`src/rtl/wb_pkg.sv`:
```
// Shared widths, constants and requester indices for the register-file
// write-back arbiter.
package wb_pkg;

  localparam int ADDR_W = 5;
  localparam int DATA_W = 64;
  localparam int CNT_W  = 16;

  localparam logic [ADDR_W-1:0] REG_ZR = 5'd31;

  typedef enum logic {
    REQ_ALU = 1'b0,
    REQ_MEM = 1'b1
  } req_idx_e;

  // Writes to the zero register are accepted but never reach the file.
  function automatic logic is_zr(input logic [ADDR_W-1:0] addr);
    return addr == REG_ZR;
  endfunction

endpackage

```
`src/rtl/rr_arbiter2.sv`:
```
// Two-way round-robin arbiter: combinational one-hot grant, registered
// priority bit that points at the requester not granted last.
module rr_arbiter2
  import wb_pkg::*;
(
  input  logic       clock,
  input  logic       reset,
  input  logic [1:0] req,
  input  logic       hold,
  output logic [1:0] gnt
);

  req_idx_e pri;

  always_comb begin
    gnt = 2'b00;
    // Reset gates grants so no transfer can be seen while reset is high.
    if (!hold && !reset) begin
      if (req[REQ_ALU] && req[REQ_MEM]) begin
        if (pri == REQ_ALU) gnt[REQ_ALU] = 1'b1;
        else                gnt[REQ_MEM] = 1'b1;
      end else begin
        gnt = req;
      end
    end
  end

  always_ff @(posedge clock or posedge reset) begin
    if (reset) begin
      pri <= REQ_ALU;
    end else if (gnt[REQ_ALU]) begin
      pri <= REQ_MEM;
    end else if (gnt[REQ_MEM]) begin
      pri <= REQ_ALU;
    end
  end

endmodule

```
`src/rtl/regfile_wb_arbiter.sv`:
```
// Register-file write-back arbiter: merges ALU and load write-back requests
// onto one registered write port. Optional read bypass: REGFILE_WB_BYPASS_EN.
module regfile_wb_arbiter
  import wb_pkg::*;
(
  input  logic              clock,
  input  logic              reset,
  input  logic              alu_valid,
  input  logic [ADDR_W-1:0] alu_addr,
  input  logic [DATA_W-1:0] alu_data,
  output logic              alu_ready,
  input  logic              mem_valid,
  input  logic [ADDR_W-1:0] mem_addr,
  input  logic [DATA_W-1:0] mem_data,
  output logic              mem_ready,
  input  logic              wb_hold,
  output logic              W,
  output logic [ADDR_W-1:0] DA,
  output logic [DATA_W-1:0] D,
  output logic [CNT_W-1:0]  conflict_cnt,
  input  logic [ADDR_W-1:0] SA,
  input  logic [ADDR_W-1:0] SB,
  input  logic [DATA_W-1:0] A_rf,
  input  logic [DATA_W-1:0] B_rf,
  output logic [DATA_W-1:0] A,
  output logic [DATA_W-1:0] B
);

  logic [1:0]        gnt;
  logic              fire;
  logic              wr;
  logic              contend;
  logic [ADDR_W-1:0] sel_addr;
  logic [DATA_W-1:0] sel_data;

  rr_arbiter2 u_arb (
    .clock (clock),
    .reset (reset),
    .req   ({mem_valid, alu_valid}),
    .hold  (wb_hold),
    .gnt   (gnt)
  );

  assign alu_ready = gnt[REQ_ALU];
  assign mem_ready = gnt[REQ_MEM];

  always_comb begin
    sel_addr = alu_addr;
    sel_data = alu_data;
    if (gnt[REQ_MEM]) begin
      sel_addr = mem_addr;
      sel_data = mem_data;
    end
  end

  assign fire    = |gnt;
  assign wr      = fire && !is_zr(sel_addr);
  assign contend = alu_valid && mem_valid && !wb_hold;

  // DA/D keep their last value on idle cycles and zero-register transfers.
  always_ff @(posedge clock or posedge reset) begin
    if (reset) begin
      W  <= 1'b0;
      DA <= '0;
      D  <= '0;
    end else begin
      W <= wr;
      if (wr) begin
        DA <= sel_addr;
        D  <= sel_data;
      end
    end
  end

  always_ff @(posedge clock or posedge reset) begin
    if (reset) begin
      conflict_cnt <= '0;
    end else if (contend && (conflict_cnt != {CNT_W{1'b1}})) begin
      conflict_cnt <= conflict_cnt + 1'b1;
    end
  end

`ifdef REGFILE_WB_BYPASS_EN
  always_comb begin
    A = A_rf;
    B = B_rf;
    if (W && (DA == SA) && !is_zr(SA)) A = D;
    if (W && (DA == SB) && !is_zr(SB)) B = D;
  end
`else
  logic unused_sel;

  assign unused_sel = ^{SA, SB};
  assign A = A_rf;
  assign B = B_rf;
`endif

endmodule

```
`config.mk`:
```
export PLATFORM = sky130hd
export DESIGN_NAME = regfile_wb_arbiter
export DESIGN_NICKNAME = d
export VERILOG_FILES = /design/src/rtl/wb_pkg.sv /design/src/rtl/rr_arbiter2.sv /design/src/rtl/regfile_wb_arbiter.sv
export SDC_FILE = /design/constraint.sdc
export NUM_CORES = 1
export LEC_CHECK = 0
export ABC_AREA = 0
export CAP_MARGIN = 20
export CORE_AREA = 2 2 192 194
export CTS_BUF_LIST = sky130_fd_sc_hd__clkbuf_8
export DETAILED_ROUTE_END_ITERATION = 7
export DIE_AREA = 0 0 194 196
export GPL_TIMING_DRIVEN = 1
export SETUP_SLACK_MARGIN = 0.1
export SKIP_CTS_REPAIR_TIMING = 1
export SYNTH_ARGS = -nofsm -noshare
export SYNTH_HDL_FRONTEND = slang
export SYNTH_SLANG_ARGS = --single-unit
```
`constraint.sdc`:
```
create_clock -name clock -period 3.73 [get_ports clock]
set_input_delay 0.9325 -clock clock [delete_from_list [all_inputs] [get_ports clock]]
set_output_delay 0.9325 -clock clock [all_outputs]
set_load 0.05 [all_outputs]
```
Word level (Yosys, flattened, before mapping)
Cells that the tools add are included.

word-level totals
  word-level logic and storage cells = 26
  register bits after elaboration = 87
  bits of input ports = 281
  output and inout port bits = 216

operators by class
  mux-type cells = 8
  add/sub/neg operators = 1
  reductions and logical operators = 10
  eq/ne operators = 2

operators with widths
  operator                                       count
  two-way mux 64 bit                             1
  adder 16 x 1 -> 16 bit, second input constant  1
  inequality test 16 bit, second input constant  1
  == test 5 bit, second input constant           1
  logical AND 1 bit                              5
  two-way mux 5 bit                              1
  two-way mux 1 bit                              4
  two-way mux 2 bit                              2
  zero test 1 bit                                3
  nonzero test 2 bit                             1
  OR reduction 2 bit                             1

Depth between registers and ports, before layout
Gate-level depths: netlist (run 1).

  depth in word-level cells = 7
  mapped depth = 6

Cells and area by module
Synthesis (run 1) repeated with hierarchy kept, for this count alone.

second synthesis, totals
  cell total of the unflattened synthesis = 441
  area, all modules = 5208.7 µm²

by module, submodules not included
  module              area each (µm²)  cells each  times used
  regfile_wb_arbiter  5137.4           433         1
  rr_arbiter2         71.3             8           1

Least setup slack after synthesis (run 1)
Ideal clock, no wire load.

  path type = input to output
  start = input alu_valid
  end = output mem_ready
  data required time = 2798 ps
  stages = 3
  data arrival time = 1832 ps
  setup slack = 966 ps
  cell sequence = a2111oi_4 buf_4 buf_2

between the ends
  cells in the longest elaborated chain, start to end = 3

ends and longest elaborated chain
  what               line                      text
  from (decl)        regfile_wb_arbiter.sv:8   input logic alu_valid,
  logical AND 1 bit  rr_arbiter2.sv:19         if (req[REQ_ALU] && req[REQ_MEM]) begin
  two-way mux 2 bit  rr_arbiter2.sv:19
  two-way mux 2 bit  rr_arbiter2.sv:18         if (!hold && !reset) begin
  to (decl)          regfile_wb_arbiter.sv:15  output logic mem_ready,

Every way passes these cells.

Worst setup path after layout (run 1)
  start = input alu_valid
  end = output alu_ready

between the ends
  cells in the longest elaborated chain, start to end = 3

ends and longest elaborated chain
  what                 line                      text
  logical AND 1 bit    rr_arbiter2.sv:19
  two-way mux 2 bit *  rr_arbiter2.sv:19
  two-way mux 2 bit *  rr_arbiter2.sv:18
  to (decl)            regfile_wb_arbiter.sv:11  output logic alu_ready,

Mark *: on every way between the ends. The rest lies on a longest branch, timed or not.

==> summary.txt, run 1 <==
Clock network
  • CTS root buf: clkbuf_8
  • Worst-skew pair later-pin latency: 400 ps
  • CTS buffer count: 9
  • Clk sinks: 87
  • CTS tree: yes
  • CTS clk-pin slew, worst paths: 100 ps
  • H-tree levels: 3
  • Clock buffer depth: 2

Yosys
  • Post-Synth XOR/XNOR Area: 1.524%
  • Count leader, synth: buf_4
  • Post-Synth Simple-Gate Area: 10.06%
  • Sequential share of the synthesized area: 37.88%
  • Post-synthesis mux area share: 12.08%
  • Netlist Area Pre-Place: 5747 µm²
  • Synth top area cells: dfrtp_1, buf_4, mux2i_1
  • Largest family of logic cells by synthesized area: buffers and inverters
  • Post-synth ARST share: 100.0%
  • Primary FF master, synth: dfrtp_1
  • Post-synth top cells: buf_4, dfrtp_1, inv_1
  • Yosys warns: 0
  • Avg Inst Size Synth: 9.499 µm²
  • Cells after Synth: 605
  • Syn_nets: 887
  • Synth area leader: dfrtp_1
  • Adder-Cell Fraction of Synth Area: 0.2177%
  • Register bit total from synthesis: 87
  • Area fraction of the dominant cell type after synthesis: 37.88%
  • Compound-Gate Fraction of Synth Area: 13.87%
  • Yosys cell types: 44
  • EDFF count, synth: 0

Critical path
  • WS Path Type: in2out
  • Critical path endpoint category: primary output
  • CP Launch Type: input pin
  • Crit-path max FO: 6
  • CP required: 2800 ps
  • CP arrival: 2430 ps

Worst hold path
  • HP Class: reg2reg

Finish
  • Nets@finish: 982
  • Layout area overhead: 36.53%
  • # fillers: 3,925
  • Ant diodes: 0
  • Layout cells sized above 1: 7.244%

Pwr
  • LEAKAGE: 3.692 nW
  • Peak supply drop: 204.4 µV
  • Power share of the combinational group: 45.5%
  • Cell Pwr Density: 448.5 nW/µm²
  • Sw Ratio: 43.34%
  • Clk pwr share: 17.9%
  • Sequential Power Share: 36.6%
  • Pint: 1.994 mW
  • Sw Pwr: 1.525 mW

STA
  • Sum Neg Setup Slack: 0 ps
  • Final setup viols: 0
  • Max Slew Vio Count: 0
  • Achievable Freq: 297.1 MHz
  • Fin Hold WS: 539.0 ps
  • Period utilization: 90.22%
  • RSZ-0062 raised after global routing: no
  • Final Hold Fails: 0
  • Final WS setup: 364.6 ps
  • Slew headroom: 59.99%
  • Clock skew: 14.12 ps
  • Slew @ Worst Pin: 598.3 ps
  • Min cycle time layout: 3365 ps

Place
  • Final RePlAce weighted congestion: 0.7521
  • Port Buf Inserts: 230
  • DP Worst Slack: 358.0 ps
  • Detailed Place HPWL: 14.33 mm

Route
  • Total Wirelength: 19.24 mm
  • First drt pass iteration count: 4
  • Starting DRT DRC Count: 171
  • Post-route DRC: 0
  • Vias: 4,595
  • WL/cell: 16.41 µm
  • Routed Antenna Nets: 0
  • DR vias/cell: 3.921

GRT
  • Initial antenna violation count: 1
  • First-pass GRT wire length: 28.51 mm
  • Total track usage: 10.01%
  • Vias in the first global route: 4,658
  • GRT overflow: 0
  • Largest net degree at the start of global routing: 49

Floorplanning
  • Die area: 38,020 µm²
  • Die height: 196 µm
  • Top Ports: 497
  • Initial Utilization: 15.93%
  • Die width: 194 µm
  • Total core area: 36,080 µm²
  • Std-Cell Rows: 70

Job
  • Max-cap check violation count: 0

Run status
  • Status: finished, final reports clean
[worst max-delay path, cell delays in order]
cell and delay, ps:
clkdlybuf4s50_1 640, nand2b_1 110, or3_1 430, inv_1 160
buf_12 150
[layer usage]
metal  up-vias  wire, µm  part of all wire (%)  global-route usage, %
li1       2145         -                     -                      -
met1      2157      7440                    39                  10.79
met2       209      8819                    46                  15.54
met3        84      2006                    10                  5.123
met4         0       968                   5.0                  6.313
met5         -         0                     0                      0
[cells by family (layout without fill, tap and decap cells)]
kind of cell,after synthesis,in the layout
AOI/OAI and AO/OA,86,86
xor gates and xnor gates,10,10
adders and majority gates,1,1
buffers and inverters,233,332
DFF,87,87
muxes,69,69
and+or+nand+nor,119,119
[cell usage in the layout (no fill, tap or decap), types with 2 or more instances in the layout]
cell | synthesis | routed
and4_1 | 4 | 4
inv_1 | 75 | 75
buf_12 | 0 | 5
dfrtp_1 | 87 | 87
mux2_2 | 3 | 3
a221oi_1 | 57 | 57
mux2i_1 | 66 | 66
nor3_1 | 2 | 2
a211oi_1 | 3 | 3
xor2_1 | 6 | 6
nor3b_1 | 2 | 2
buf_4 | 133 | 9
nor2_1 | 73 | 73
nand2_1 | 12 | 11
xnor2_1 | 4 | 4
clkinv_2 | 0 | 3
a221oi_2 | 10 | 10
o21ai_0 | 4 | 4
clkdlybuf4s50_1 | 0 | 228
nor4_1 | 2 | 2
nand4_1 | 6 | 6
a31oi_1 | 2 | 2
a21oi_1 | 4 | 4
and2_1 | 2 | 2
clkbuf_8 | 0 | 10
or4_1 | 2 | 2
nand3_1 | 4 | 4
[sequential cells by signal, indices dropped and copies added, names as in the netlist]
signal        flops
D                64
DA                5
W                 1
conflict_cnt     16
u_arb.pri         1
[power groups by stage]
stage	Sequential [mW]	Clock, mW	Combinational [mW]
detailed placement	1.30	0	1.62
global route	1.32	0.713	1.69
floorplan	1.92	0	0.709
CTS	1.29	0.683	1.62
finish	1.29	0.631	1.60
global placement	1.30	0	1.61
[layout make-up]
cell class	count	area, µm²	share of cell area, %
Sequential cell	87	2177	27.75
Tap cell	468	585.6	7.463
Multi-Input combinational cell	285	2186	27.86
Inverter	75	284.0	3.620
Clock buffer	10	137.6	1.754
Clock inverter	5	26.28	0.3349
Timing Repair Buffer	242	2450	31.22
[through the flow]
stage               total power, mW  utilization (%)  instance area [µm²]  std cells
floorplan                     2.630                -                 5747        605
global placement              2.905            21.29                 7682       1157
detailed placement            2.922            21.29                 7682       1157
CTS                           3.591            21.74                 7846       1172
global route                  3.721            21.74                 7846       1172
finish                        3.519            21.74                 7846       1172
[final timing paths]
| kind | startpoint | endpoint | slack (ps) | depth (start not counted) |
|---|---|---|---|---|
| worst max-delay path | alu_valid | alu_ready | 360 | 5 |
| worst min-delay path | conflict_cnt[8]$_DFFE_PP0P_ | conflict_cnt[8]$_DFFE_PP0P_ | 540 | 1 |
| worst max register to register | u_arb.pri$_DFFE_PP0P_ | DA[2]$_DFFE_PP0P_ | 1760 | 6 |
| worst min register to register | conflict_cnt[8]$_DFFE_PP0P_ | conflict_cnt[8]$_DFFE_PP0P_ | 540 | 1 |
| max in group asynchronous | reset | D[56]$_DFFE_PP0P_ | 1950 | 4 |
| min in group asynchronous | reset | DA[4]$_DFFE_PP0P_ | 1070 | 3 |
No activity file was read; power rests on OpenSTA's default activity.
==> run 2: changes to the inputs <==
--- a/config.mk
+++ b/config.mk
@@ -12,6 +12,7 @@
 export DETAILED_ROUTE_END_ITERATION = 7
 export DIE_AREA = 0 0 194 196
 export GPL_TIMING_DRIVEN = 1
+export PLACE_DENSITY = 0.42
 export SETUP_SLACK_MARGIN = 0.1
 export SKIP_CTS_REPAIR_TIMING = 1
 export SYNTH_ARGS = -nofsm -noshare
==> run 2 against run 1 <==
  * Global-route usage is 0.28 points higher
  * Sequential power hardly changed
  * Cell count hardly changed
  * Largest cell class unchanged
  * Highest routed layer unchanged
==> summary.txt, run 2 (same netlist as run 1, synthesis figures left out) <==
Route
  • Starting DRT DRC Count: 170
  • Vias: 4,552
  • Total Wirelength: 19.90 mm
  • DR vias/cell: 3.881
  • Post-route DRC: 0
  • Routed Antenna Nets: 0
  • First drt pass iteration count: 4
  • WL/cell: 16.96 µm

Floorplanning
  • Die width: 194 µm
  • Top Ports: 497
  • Initial Utilization: 15.93%
  • Total core area: 36,080 µm²
  • Std-Cell Rows: 70
  • Die area: 38,020 µm²
  • Die height: 196 µm

Clock network
  • CTS root buf: clkbuf_8
  • CTS buffer count: 9
  • H-tree levels: 3
  • Clk sinks: 87
  • CTS clk-pin slew, worst paths: 90 ps
  • Clock buffer depth: 2
  • Worst-skew pair later-pin latency: 410 ps
  • CTS tree: yes

STA
  • Max Slew Vio Count: 0
  • Sum Neg Setup Slack: 0 ps
  • Clock skew: 11.33 ps
  • Final setup viols: 0
  • Slew headroom: 58.62%
  • Achievable Freq: 306.4 MHz
  • Period utilization: 87.49%
  • Min cycle time layout: 3263 ps
  • Slew @ Worst Pin: 618.8 ps
  • RSZ-0062 raised after global routing: no
  • Final Hold Fails: 0
  • Fin Hold WS: 540.5 ps

Finish
  • Ant diodes: 0
  • Top reg by flops: D
  • Nets@finish: 982
  • Most frequent cells in the layout: clkdlybuf4s50_1, dfrtp_1, inv_1
  • Max FFs per register: 64
  • Layout cells sized above 1: 7.518%
  • Biggest regs: D x64, conflict_cnt x16, DA x5
  • Final std cells w/o fill: 1,173
  • Layout area overhead: 37.51%
  • Commonest non-fill, non-tap cell in the layout: clkdlybuf4s50_1
  • Finished layout cell area: 7903 µm²
  • Fin util: 21.90%

Place
  • Detailed Place HPWL: 14.22 mm
  • Port Buf Inserts: 230
  • Placed cells: 1,157
  • DP Area: 7695 µm²
  • Final RePlAce weighted congestion: 0.6959

Pwr
  • LEAKAGE: 3.712 nW
  • Pint: 2.091 mW
  • Power share of the combinational group: 44.1%
  • Cell Pwr Density: 460.6 nW/µm²
  • Sw Pwr: 1.548 mW
  • Clk pwr share: 20.4%
  • Sequential Power Share: 35.5%
  • Sw Ratio: 42.54%
  • Peak supply drop: 211.5 µV

GRT
  • Vias in the first global route: 4,623
  • Initial antenna violation count: 0
  • Total track usage: 10.29%
  • Largest net degree at the start of global routing: 70
  • GRT overflow: 0
  • First-pass GRT wire length: 29.28 mm

Critical path
  • WS Path Type: in2out
  • CP Launch Type: input pin
  • Worst stage delay on the critical path: 490 ps
  • CP Cell Sequence: clkdlybuf4s50_1, and2_1, or3_1, inv_1, buf_12
  • CP required: 2800 ps
  • Crit-path max FO: 6
  • CP arrival: 2330 ps
  • CP delay by family, top: buffers and inverters
  • Buffer and inverter count on the worst path: 3
  • Critical path endpoint category: primary output
  • Slowest cell on crit path: clkdlybuf4s50_1

Worst hold path
  • HP Class: reg2reg

Run status
  • Status: finished, final reports clean

Job
  • Max-cap check violation count: 0
run 2: cell count changes in the layout (fill, tap and decap cells not counted):
cell	delta
inv_1	-1
clkinv_4	+1
clkinv_2	-1
clkbuf_8	+1
buf_4	-1
bufinv_16	+1
buf_12	+1
run 2: power groups by stage:
stage,Clock (mW),Combinational [mW],Sequential [mW]
2_1_floorplan,0,0.709,1.92
3_3_place_gp,0,1.62,1.31
3_5_place_dp,0,1.62,1.31
4_1_cts,0.812,1.63,1.29
5_1_grt,0.840,1.69,1.33
6_report,0.744,1.60,1.29
run 2: cell type report:
cell class / instances / area (µm²)
Timing Repair Buffer: 242 / 2462
Multi-Input combinational cell: 285 / 2186
Inverter: 75 / 284.0
Tap cell: 468 / 585.6
Clock buffer: 11 / 151.4
Clock inverter: 5 / 56.30
Fill cell: 4014 / 28180
Sequential cell: 87 / 2177
run 2: worst paths after layout:
path,from,endpoint,slack (ps),cells past startpoint
worst max-delay path,mem_valid,alu_ready,470,5
worst min-delay path,conflict_cnt[8]$_DFFE_PP0P_,conflict_cnt[8]$_DFFE_PP0P_,540,1
worst max register to register,conflict_cnt[0]$_DFFE_PP0P_,conflict_cnt[1]$_DFFE_PP0P_,1710,5
worst min register to register,conflict_cnt[8]$_DFFE_PP0P_,conflict_cnt[8]$_DFFE_PP0P_,540,1
max in group asynchronous,reset,D[62]$_DFFE_PP0P_,1930,4
min in group asynchronous,reset,conflict_cnt[2]$_DFFE_PP0P_,1070,3
run 2: metrics by stage:
stage / setup slack (ps) / total power, mW
after global routing: 413.3 / 3.855
after CTS: 464.1 / 3.733
after detailed placement: 475.3 / 2.934
after global placement: 465.6 / 2.932
final: 466.7 / 3.640
after floorplan: 547.3 / 2.630
run 2: routing by layer:
metal	GRT usage, %	wire length, µm	vias to the layer above
met1	11.55	7894	2150
met2	16.19	9362	187
met5	0	0	-
li1	-	-	2143
met4	5.415	797	0
met3	4.917	1844	72
==> edit: new RTL, flow settings as in run 1 <==
Reset style: synchronous (`reset`), changed in 3 clocked blocks.
--- a/src/rtl/rr_arbiter2.sv
+++ b/src/rtl/rr_arbiter2.sv
@@ -27,3 +27,3 @@
 
-  always_ff @(posedge clock or posedge reset) begin
+  always_ff @(posedge clock) begin
     if (reset) begin
--- a/src/rtl/regfile_wb_arbiter.sv
+++ b/src/rtl/regfile_wb_arbiter.sv
@@ -60,3 +60,3 @@
   // DA/D keep their last value on idle cycles and zero-register transfers.
-  always_ff @(posedge clock or posedge reset) begin
+  always_ff @(posedge clock) begin
     if (reset) begin
@@ -74,3 +74,3 @@
 
-  always_ff @(posedge clock or posedge reset) begin
+  always_ff @(posedge clock) begin
     if (reset) begin
Formal check against the unedited RTL: differs if reset is asserted again (counterexample within 4 cycles, from zero or initial values and one cycle with reset high); with reset held inactive, the same outputs for 4 cycles.
==> edit against run 1 <==
  * Critical path depth is the same
  * Routed wire length grew 13%
  * Setup slack gained 0.20 ns
  * Cell area shrank 8.1%
  * Synthesized area shrank 10%
  * Sequential cell count is the same
  * Core utilization shrank 1.8 points
  * Global-route usage grew 1.2 points
  * Sequential share of layout area shrank 3.6 points
  * Via count grew 10%
  * Critical path type unchanged
  * Highest routed layer unchanged
Power is not compared: it rests on default switching activity, and its combinational part moved more than twofold at a synthesized area within 25%.
==> edit: results (changes against run 1) <==
| Metric | Value |
|---|---|
| Dominant synthesized flop cell | `dfxtp_1` |
| Vias per inst | `4.28 (+9.2%)` |
| Worst slew margin | `0.513 (-0.0872)` |
| Gpl congestion | `0.738 (-1.9%)` |
| Run status | `finished clean` |
| Wire length of the first global-routing pass | `32.2 mm (+13%)` |
| Hold Path Origin | `DA[1]` |
| Skew final | `0.00781 ns (-0.00631 ns)` |
| Number of buffers created by CTS | `9 (unchanged)` |
| Crit path DAT | `2.24 ns (-0.19 ns)` |
| Synthesized Nets | `925 (+4.3%)` |
| Worst path max stage delay | `0.62 ns (-0.02 ns)` |
| Reg-to-reg endpoint | `conflict_cnt[14]` |
| Initial drt markers | `257 (+50%)` |
| Largest net degree at the start of global routing | `65 (+33%)` |
| Reg2Reg Launch Point | `conflict_cnt[0]` |
| Most area-consuming cells after synthesis | `dfxtp_1 (34%), buf_4 (19%), a311oi_1 (11%), nand2_1 (9.9%), a31oi_1 (7.7%)` |
| Hold Path Depth | `2 (+1)` |
| Hold Path End | `DA[1]` |
| Final #Nets | `995 (+1.3%)` |
| Register area share after synthesis | `0.337 (-0.0419)` |
| R2r setup slk | `1.33 ns (-0.43 ns)` |
| Initial antenna violation count | `4 (+3)` |
| Place WS | `0.506 ns (+0.148 ns)` |
| Ratio of cells with drive above 1 in the final layout | `0.0599 (-0.0126)` |
| Vias in the first global route | `5217 (+12%)` |
| Final hold slack | `0.479 ns (-0.0599 ns)` |
| Asr flop ratio synth | `0 (-1.00)` |
| Depth of the worst register-to-register path | `5 (-1)` |
| Synth cell count leaders | `nand2_1 (136), buf_4 (128), dfxtp_1 (87)` |
| Post-DP HPWL | `15.7 mm (+9.4%)` |
| Unique cell type count in the Yosys netlist | `41 (-6.8%)` |
edit: cell count changes after synthesis, moves of 12 or more:
cell	change
a21oi_1	+12
a221oi_1	-52
a311oi_1	+63
a31oi_1	+62
buf_2	+13
clkbuf_1	+17
dfrtp_1	-87
dfxtp_1	+87
inv_1	-67
mux2i_1	-61
nand2_1	+124
nor2_1	-68
edit: layer usage:
layer  wire length, µm  share of wire  track usage  up-vias
met1              8590           0.39        0.123     2399
met2             10500           0.48        0.187      234
li1                  -              -            -     2355
met5                 0              0            0        -
met4               953          0.044       0.0623        0
met3              1810          0.083       0.0440       88
edit: final cells by class:
cell class,instances,area [µm²]
clock inverters,7,120
flip-flops and latches,87,1740
fillers,4047,28900
well taps,468,586
repair buffers,242,2410
clock buffers,9,124
inverters,10,37.5
multi-input cells,363,2190
edit: kinds of logic after synthesis:
| family | synth area share |
|---|---|
| AOI/OAI and AO/OA | 0.236 |
| muxes | 0.0119 |
| DFF | 0.337 |
| buffers and inverters | 0.242 |
| and+or+nand+nor | 0.171 |
| adders and majority gates | 0.00242 |
edit: report_power, final:
part	leakage (nW)	switching (mW)	internal, mW
combinational	1.55	0.349	0.277
clock	0.120	0.408	0.447
sequential	0.713	0.0287	0.980
total	2.39	0.786	1.70
edit: worst max-delay path: cells and delay by family:
kind,cells,cell delay (ns)
and+or+nand+nor,2,0.45
buffers and inverters,3,0.86
edit: how the worst max path moves through the flow:
| stage | from | end | slack, ns |
|---|---|---|---|
| after detailed placement | mem_valid | D[10] | 0.51 |
| after global placement | mem_valid | D[1] | 0.51 |
| final | mem_valid | mem_ready | 0.56 |
| after global routing | mem_valid | mem_ready | 0.46 |
| after floorplan | reset | mem_ready | 0.65 |
| after CTS | mem_valid | mem_ready | 0.54 |
edit: through the flow:
step	utilization	power, mW	area [µm²]	std cells
after detailed placement	0.193	1.66	6970	1170
after CTS	0.200	2.55	7210	1186
after floorplan	-	1.72	5170	643
after global placement	0.193	1.66	6970	1170
final	0.200	2.49	7210	1186
after global routing	0.200	2.62	7210	1186
